`config.mk`:
```
export PLATFORM = sky130hd
export DESIGN_NAME = aesl_deadlock_stall_detector
export DESIGN_NICKNAME = d
export VERILOG_FILES = /design/src/rtl/aesl_deadlock_stall_detector.sv
export SDC_FILE = /design/constraint.sdc
export NUM_CORES = 1
export LEC_CHECK = 0
export ABC_AREA = 1
export CAP_MARGIN = 20
export CORE_MARGIN = 2
export CORE_UTILIZATION = 23
export DETAILED_ROUTE_END_ITERATION = 16
export SLEW_MARGIN = 25
export SYNTH_ARGS = -nofsm -noshare
export SYNTH_HDL_FRONTEND = slang
export SYNTH_SLANG_ARGS = --single-unit
```
`constraint.sdc`:
```
create_clock -name clock -period 1.75 [get_ports clock]
set_input_delay 0.4375 -clock clock [delete_from_list [all_inputs] [get_ports clock]]
set_output_delay 0.4375 -clock clock [all_outputs]
set_load 0.1 [all_outputs]
```
`src/rtl/aesl_deadlock_stall_detector.sv`:
```
// Kernel deadlock detector: flags a block after THRESH consecutive stall cycles, blames the
// lowest-indexed stalled channel, and counts block entries since reset.
module aesl_deadlock_stall_detector #(
  parameter int unsigned NUM_AXIS = 2,
  parameter int unsigned NUM_INST = 1,
  parameter int unsigned THRESH   = 16,
  parameter int unsigned CNT_W    = 16,
  localparam int unsigned NUM_CH  = NUM_AXIS + NUM_INST,
  localparam int unsigned CH_W    = (NUM_CH > 1) ? $clog2(NUM_CH) : 1
) (
  input  logic                clock,
  input  logic                reset,
  input  logic [NUM_AXIS-1:0] axis_block_sigs,
  input  logic [NUM_INST-1:0] inst_idle_sigs,
  input  logic [NUM_INST-1:0] inst_block_sigs,
  input  logic                clear,
  output logic                block,
  output logic [CH_W-1:0]     block_chan,
  output logic [CNT_W-1:0]    stall_cycles,
  output logic [7:0]          block_events
);

  typedef enum logic [1:0] {StIdle, StCount, StBlocked} state_e;

  localparam logic [CNT_W-1:0] CntMax = '1;

  state_e           r_state, w_state_nxt;
  logic             r_block, w_block_nxt;
  logic [CH_W-1:0]  r_chan, w_chan_nxt;
  logic [CNT_W-1:0] r_cnt, w_cnt_nxt;
  logic [7:0]       r_events, w_events_nxt;

  logic              w_stall;
  logic [NUM_CH-1:0] w_chans;
  logic [CH_W-1:0]   w_low_chan;
  logic [CNT_W-1:0]  w_cnt_inc;

  // Everything idle means the kernel is done, not deadlocked.
  assign w_stall   = (|axis_block_sigs | |inst_block_sigs) & ~(&inst_idle_sigs);
  assign w_chans   = {inst_block_sigs, axis_block_sigs};
  assign w_cnt_inc = r_cnt + CNT_W'(1);

  always_comb begin
    w_low_chan = '0;
    for (int i = NUM_CH - 1; i >= 0; i--) begin
      if (w_chans[i]) w_low_chan = CH_W'(i);
    end
  end

  always_comb begin
    w_state_nxt  = r_state;
    w_block_nxt  = r_block;
    w_chan_nxt   = r_chan;
    w_cnt_nxt    = r_cnt;
    w_events_nxt = r_events;
    if (clear) begin
      // Re-arm wins over a block completing on the same edge.
      w_state_nxt = StIdle;
      w_block_nxt = 1'b0;
      w_chan_nxt  = '0;
      w_cnt_nxt   = '0;
    end else begin
      case (r_state)
        StIdle: begin
          if (w_stall) begin
            w_state_nxt = StCount;
            w_cnt_nxt   = CNT_W'(1);
          end else begin
            w_cnt_nxt = '0;
          end
        end
        StCount: begin
          if (!w_stall) begin
            w_state_nxt = StIdle;
            w_cnt_nxt   = '0;
          end else begin
            w_cnt_nxt = w_cnt_inc;
            if (w_cnt_inc == CNT_W'(THRESH)) begin
              w_state_nxt  = StBlocked;
              w_block_nxt  = 1'b1;
              w_chan_nxt   = w_low_chan;
              w_events_nxt = (r_events != 8'hFF) ? r_events + 8'd1 : r_events;
            end
          end
        end
        StBlocked: begin
          if (w_stall && (r_cnt != CntMax)) w_cnt_nxt = w_cnt_inc;
        end
        default: w_state_nxt = StIdle;
      endcase
    end
  end

  always_ff @(posedge clock or negedge reset) begin
    if (!reset) begin
      r_state  <= StIdle;
      r_block  <= 1'b0;
      r_chan   <= '0;
      r_cnt    <= '0;
      r_events <= '0;
    end else begin
      r_state  <= w_state_nxt;
      r_block  <= w_block_nxt;
      r_chan   <= w_chan_nxt;
      r_cnt    <= w_cnt_nxt;
      r_events <= w_events_nxt;
    end
  end

  assign block        = r_block;
  assign block_chan   = r_chan;
  assign stall_cycles = r_cnt;
  assign block_events = r_events;

endmodule

```
Yosys cells after proc, flatten, opt, wreduce, memory -nomap -nowiden
Cells that the tools add are included.
Storage, ports and cells
  output and inout port bits: 27
  RAM bits: 0
  memories: 0
  ROM bits: 0
  input port bits: 7
  latch bits: 0
  flip-flop bits (word level): 29
Cells by class
  reductions and logical operators: 11
  divide/modulo/power cells: 0
  equality and inequality tests: 9
  add/subtract/negate cells: 2
  shift-type cells: 0
  mux-type cells: 21
  multipliers: 0
  magnitude comparators: 0
  bitwise gates (word level): 4
Operators by type and width (number)
  16-bit 2-to-1 mux: 3
  16-bit one-hot mux with 3 select lines: 1
  2-bit 2-to-1 mux: 11
  16-bit by 1-bit adder with 16-bit output, second input constant: 1
  16-bit by 5-bit == test with 1-bit output, second input constant: 1
  16-bit inequality test, second input constant: 1
  8-bit by 1-bit adder with 8-bit output, second input constant: 1
  8-bit inequality test, second input constant: 1
  3-bit inequality test, second input constant: 2
  2-bit one-hot mux with 3 select lines: 1
  3-bit AND reduction: 2
  2-bit nonzero test: 3
  1-bit 2-to-1 mux: 5
  5-bit AND reduction: 1
  4-bit inequality test, second input constant: 1
  4-bit nonzero test: 1
  2-bit by 1-bit == test with 1-bit output, second input constant: 1
  2-bit == test, second input constant: 1
  2-bit logical NOT: 1
  2-bit inequality test, second input constant: 1
  1-bit inverter: 2
  2-bit AND reduction: 1
  2-bit OR reduction: 1
  1-bit bitwise AND: 1
  2 further kinds: 2

Logic depth before layout (Yosys ltp)
  word-level depth: 7
  gate-level depth with buffers: 15
  depth with buffers taken out: 15

Worst setup path after synthesis
Ideal clock, no wire load.
  kind: reg2reg
  start point: register r_cnt[1], in the netlist stall_cycles[1]
  end point: register r_events[5], in the netlist block_events[5]
  data arrival time: 2504 ps
  cell stages (with the launch flop): 13
  clock period less this slack: 2630 ps
  path slack: -880 ps
  buffers on the path: 0
  cells stage by stage: dfrtp_1 > ha_1 > nand2_1 > nor2_2 > nand3_1 > nand2_2 > nand2_1 > nor2_1 > nand2_1 > nor2_2 > nand4_2 > o21ai_1 > nand2_1
On the way
  word-level cells in the longest chain between the ends: 3
Ends and longest elaborated chain
  start: declaration: line 30  | logic [CNT_W-1:0] r_cnt, w_cnt_nxt;
  start signal: assignment: line 105  | r_cnt <= w_cnt_nxt;
  16-bit by 1-bit adder with 16-bit output: line 41  | assign w_cnt_inc = r_cnt + CNT_W'(1);
  16-bit by 5-bit == test with 1-bit output: line 78  | if (w_cnt_inc == CNT_W'(THRESH)) begin
  5-bit AND reduction (no source line)
  end signal: assignment: line 106  | r_events <= w_events_nxt;
  end: declaration: line 31  | logic [7:0] r_events, w_events_nxt;
Every way passes these cells.
A chain may end at the register's enable or synchronous reset.

Worst setup path in the final report
  start point: register r_cnt[0], in the netlist stall_cycles[0]
  end point: register r_events[2], in the netlist block_events[2]
Same word-level chain as after synthesis.

==> impl_metrics.py <==
metrics = {
    "run_status": {
        "status": "finished, violations left",
        "violations": "negative setup slack",
    },
    "synth": {
        "synth_area_mm2": 0.00218,
        "ys_seq_area_frac": 0.332,
        "ys_seq_elements": 29,
        "synth_nets": 339,
        "syn_inst": 325,
        "synthFlopType": "dfrtp_1",
        "yosys_warnings": 0,
        "syn_area_per_cell_um2": 6.72,
        "ys_types": 25,
        "ys_async_sr_fraction": 1.00,
        "synth_edf_count": 0,
    },
    "final_layout": {
        "final_common_cell": "nand2_1",
        "layout-drive-gt1-share": 0.473,
        "antennaDiodeCount": 0,
        "final_cell_mix": "nand2_1 (78), buf_4 (60), inv_1 (40)",
        "syn_to_final_growth_pct": 75.4,
        "final_util": 0.414,
        "final_nets": 438,
    },
    "sta": {
        "slew_headroom": 0.730,
        "rsz0062_at_grt": "yes",
        "timing.final.crit_share": 1.13,
        "finalHoldViolations": 0,
        "fmax_mhz": 507,
        "skew_ns": 0.00696,
        "whs_ns": 0.544,
        "worst_pin_slew_ns": 0.405,
        "slew_viol_final": 0,
        "fin_crit_ns": 1.97,
        "fin_ws_ns": -0.222,
        "setup_viol": 26,
    },
    "critical_path": {
        "critPathLaunchType": "flop",
        "slowest_delay_ns": 0.46,
        "cp-end-kind": "flop",
        "cp_slowest_cell": "dfrtp_4",
        "path_class": "flop to flop",
        "path_buf_inv": 1,
        "crit_chain": "ha_4 > nand2_4 > nor2_4 > nand3_2 > nand2_1 > nand2_2 > nor2_4 > nand2_1 > nor2_1 > nand3_1 > nor2_2 > nand2_1 > nand2_1 > inv_1",
        "crit_required_ns": 1.94,
        "crit_path_frequent_cell": "nand2_1",
        "path_delay_family": "simple AND/OR/NAND/NOR gates",
        "arrival_ns": 2.16,
        "crit_fanout": 4,
    },
    "clocking": {
        "clock_latency_ns": 0.29,
        "htreeDepth": 2,
        "clock_sinks": 29,
        "numCtsBuffers": 5,
        "clockBufferDepth": 2,
        "cts_tree": "built",
        "clk_pin_slew_ns": 0.07,
        "cts_root_buffer": "clkbuf_8",
    },
    "die": {
        "start_util": 0.236,
        "coreArea_mm2": 0.00924,
        "die_y_um": 101,
        "die_x_um": 101,
        "top_level_ports": 34,
        "rows": 35,
        "die_area_mm2": 0.0103,
    },
    "placement": {
        "gp_congestion": 0.888,
        "dp_hpwl_um": 5050,
        "portBuffers": 33,
        "pre_cts_slack_ns": -0.453,
    },
    "power_and_ir_drop": {
        "power_density_mw_per_mm2": 583,
        "ir_drop_mv": 0.775,
        "leakagePower_nw": 1.75,
    },
    "global_route": {
        "antenna_found_initial": 0,
        "grt_pass1_wl_um": 11200,
        "gr-total-overflow": 0,
        "grtUsageTotal": 0.135,
        "grt_max_degree": 30,
        "grt_pass1_vias": 2531,
    },
    "drt": {
        "viasPerCell": 4.40,
        "post_drt_wl_per_cell_um": 11.9,
        "firstDrtPassIters": 4,
        "drc": 0,
        "first_iter_violations": 116,
        "routed_wl_um": 6570,
        "vias": 2435,
        "ant_nets": 0,
    },
    "hold_path": {
        "hp-class": "flop to flop",
    },
    "run": {
        "drv_cap": 0,
    },
}
routing by layer:
metal | share of wire | vias to the layer above | track usage
li1 | - | 1244 | -
met1 | 0.45 | 1148 | 0.167
met4 | 0.015 | 0 | 0.0468
met3 | 0.031 | 8 | 0.0262
met2 | 0.51 | 35 | 0.235
met5 | 0 | - | 0
synth_stat cells (4+ instances only):
cell     number  share of area
nor2_2       10          0.029
nand2_2       7          0.020
o21ai_0      13          0.030
inv_1        46          0.079
nand4_1      13          0.037
nor2_1       35          0.060
ha_1          7          0.040
o21ai_1       4         0.0092
nand3_1      36          0.083
dfrtp_1      29           0.33
xor2_1        4          0.016
nand2_1      95           0.16
nand3_2       5          0.023
o31ai_1       4          0.014
sequential cells by signal (all words and copies together), names as in the netlist:
name	cells
stall_cycles	16
block_events	8
block_chan	2
r_state	2
block	1
kinds of logic after synthesis:
kind of cell | count (synthesis) | share of synthesized area
AND/OR/NAND/NOR | 208 | 0.450
buffers and inverters | 50 | 0.0871
flip-flops | 29 | 0.332
AO/OA/AOI/OAI | 25 | 0.0659
adder cells (fa/ha/maj) | 7 | 0.0401
XOR/XNOR | 6 | 0.0241
power by group:
part,switching (W),internal [W],total [W]
registers,0.0000375,0.000707,0.000744
logic,0.000468,0.000373,0.000841
clock network,0.000289,0.000356,0.000645
total,0.000795,0.00144,0.00223
worst register-to-register path, cell delays in order, from the launching register on:
cell and delay, ns:
dfrtp_4 0.46, ha_4 0.20, nand2_4 0.06, nor2_4 0.17, nand3_2 0.13, nand2_1 0.10, nand2_2 0.07, nor2_4 0.12
nand2_1 0.06, nor2_1 0.08, nand3_1 0.10, nor2_2 0.15, nand2_1 0.07, nand2_1 0.06, inv_1 0.04
worst paths after layout:
check	from	endpoint	slack [ns]	depth (start not counted)
min	r_state[1]$_DFFE_PN0P_	r_state[1]$_DFFE_PN0P_	0.54	2
min reg2reg	r_state[1]$_DFFE_PN0P_	r_state[1]$_DFFE_PN0P_	0.54	2
max reg2reg	stall_cycles[0]$_DFFE_PN0P_	block_events[2]$_DFFE_PN0P_	-0.22	14
min in group asynchronous	reset	stall_cycles[10]$_DFFE_PN0P_	0.55	2
max in group asynchronous	reset	stall_cycles[1]$_DFFE_PN0P_	0.87	2
max	stall_cycles[0]$_DFFE_PN0P_	block_events[2]$_DFFE_PN0P_	-0.22	14
through the flow:
stage          total power, W  instance area [µm²]  cells  setup TNS [ns]
2_1_floorplan         0.00118                 2320    325           -4.02
3_3_place_gp          0.00153                 3510    541           -7.51
3_5_place_dp          0.00154                 3510    541           -8.79
4_1_cts               0.00222                 3720    552           -2.45
5_1_grt               0.00236                 3830    554           -6.33
6_report              0.00223                 3830    554           -2.37
what timing repair did:
item                                    4_1_cts  5_1_grt
endpoints found under the setup margin       29       29
pin swaps                                    13       21
hold buffers                                  0        0
buffers inserted                              3        2
resized for setup                            21       30
cloned                                        0        0
cell type report:
class / instances / area [µm²]
clock buffer: 7 / 96.3
clock inverter: 1 / 5.00
fill: 905 / 5410
inverter: 46 / 173
multi-input combinational: 246 / 1500
sequential: 29 / 779
tap: 129 / 161
timing repair buffer: 96 / 1110
Power figures use the tool's default switching activity.
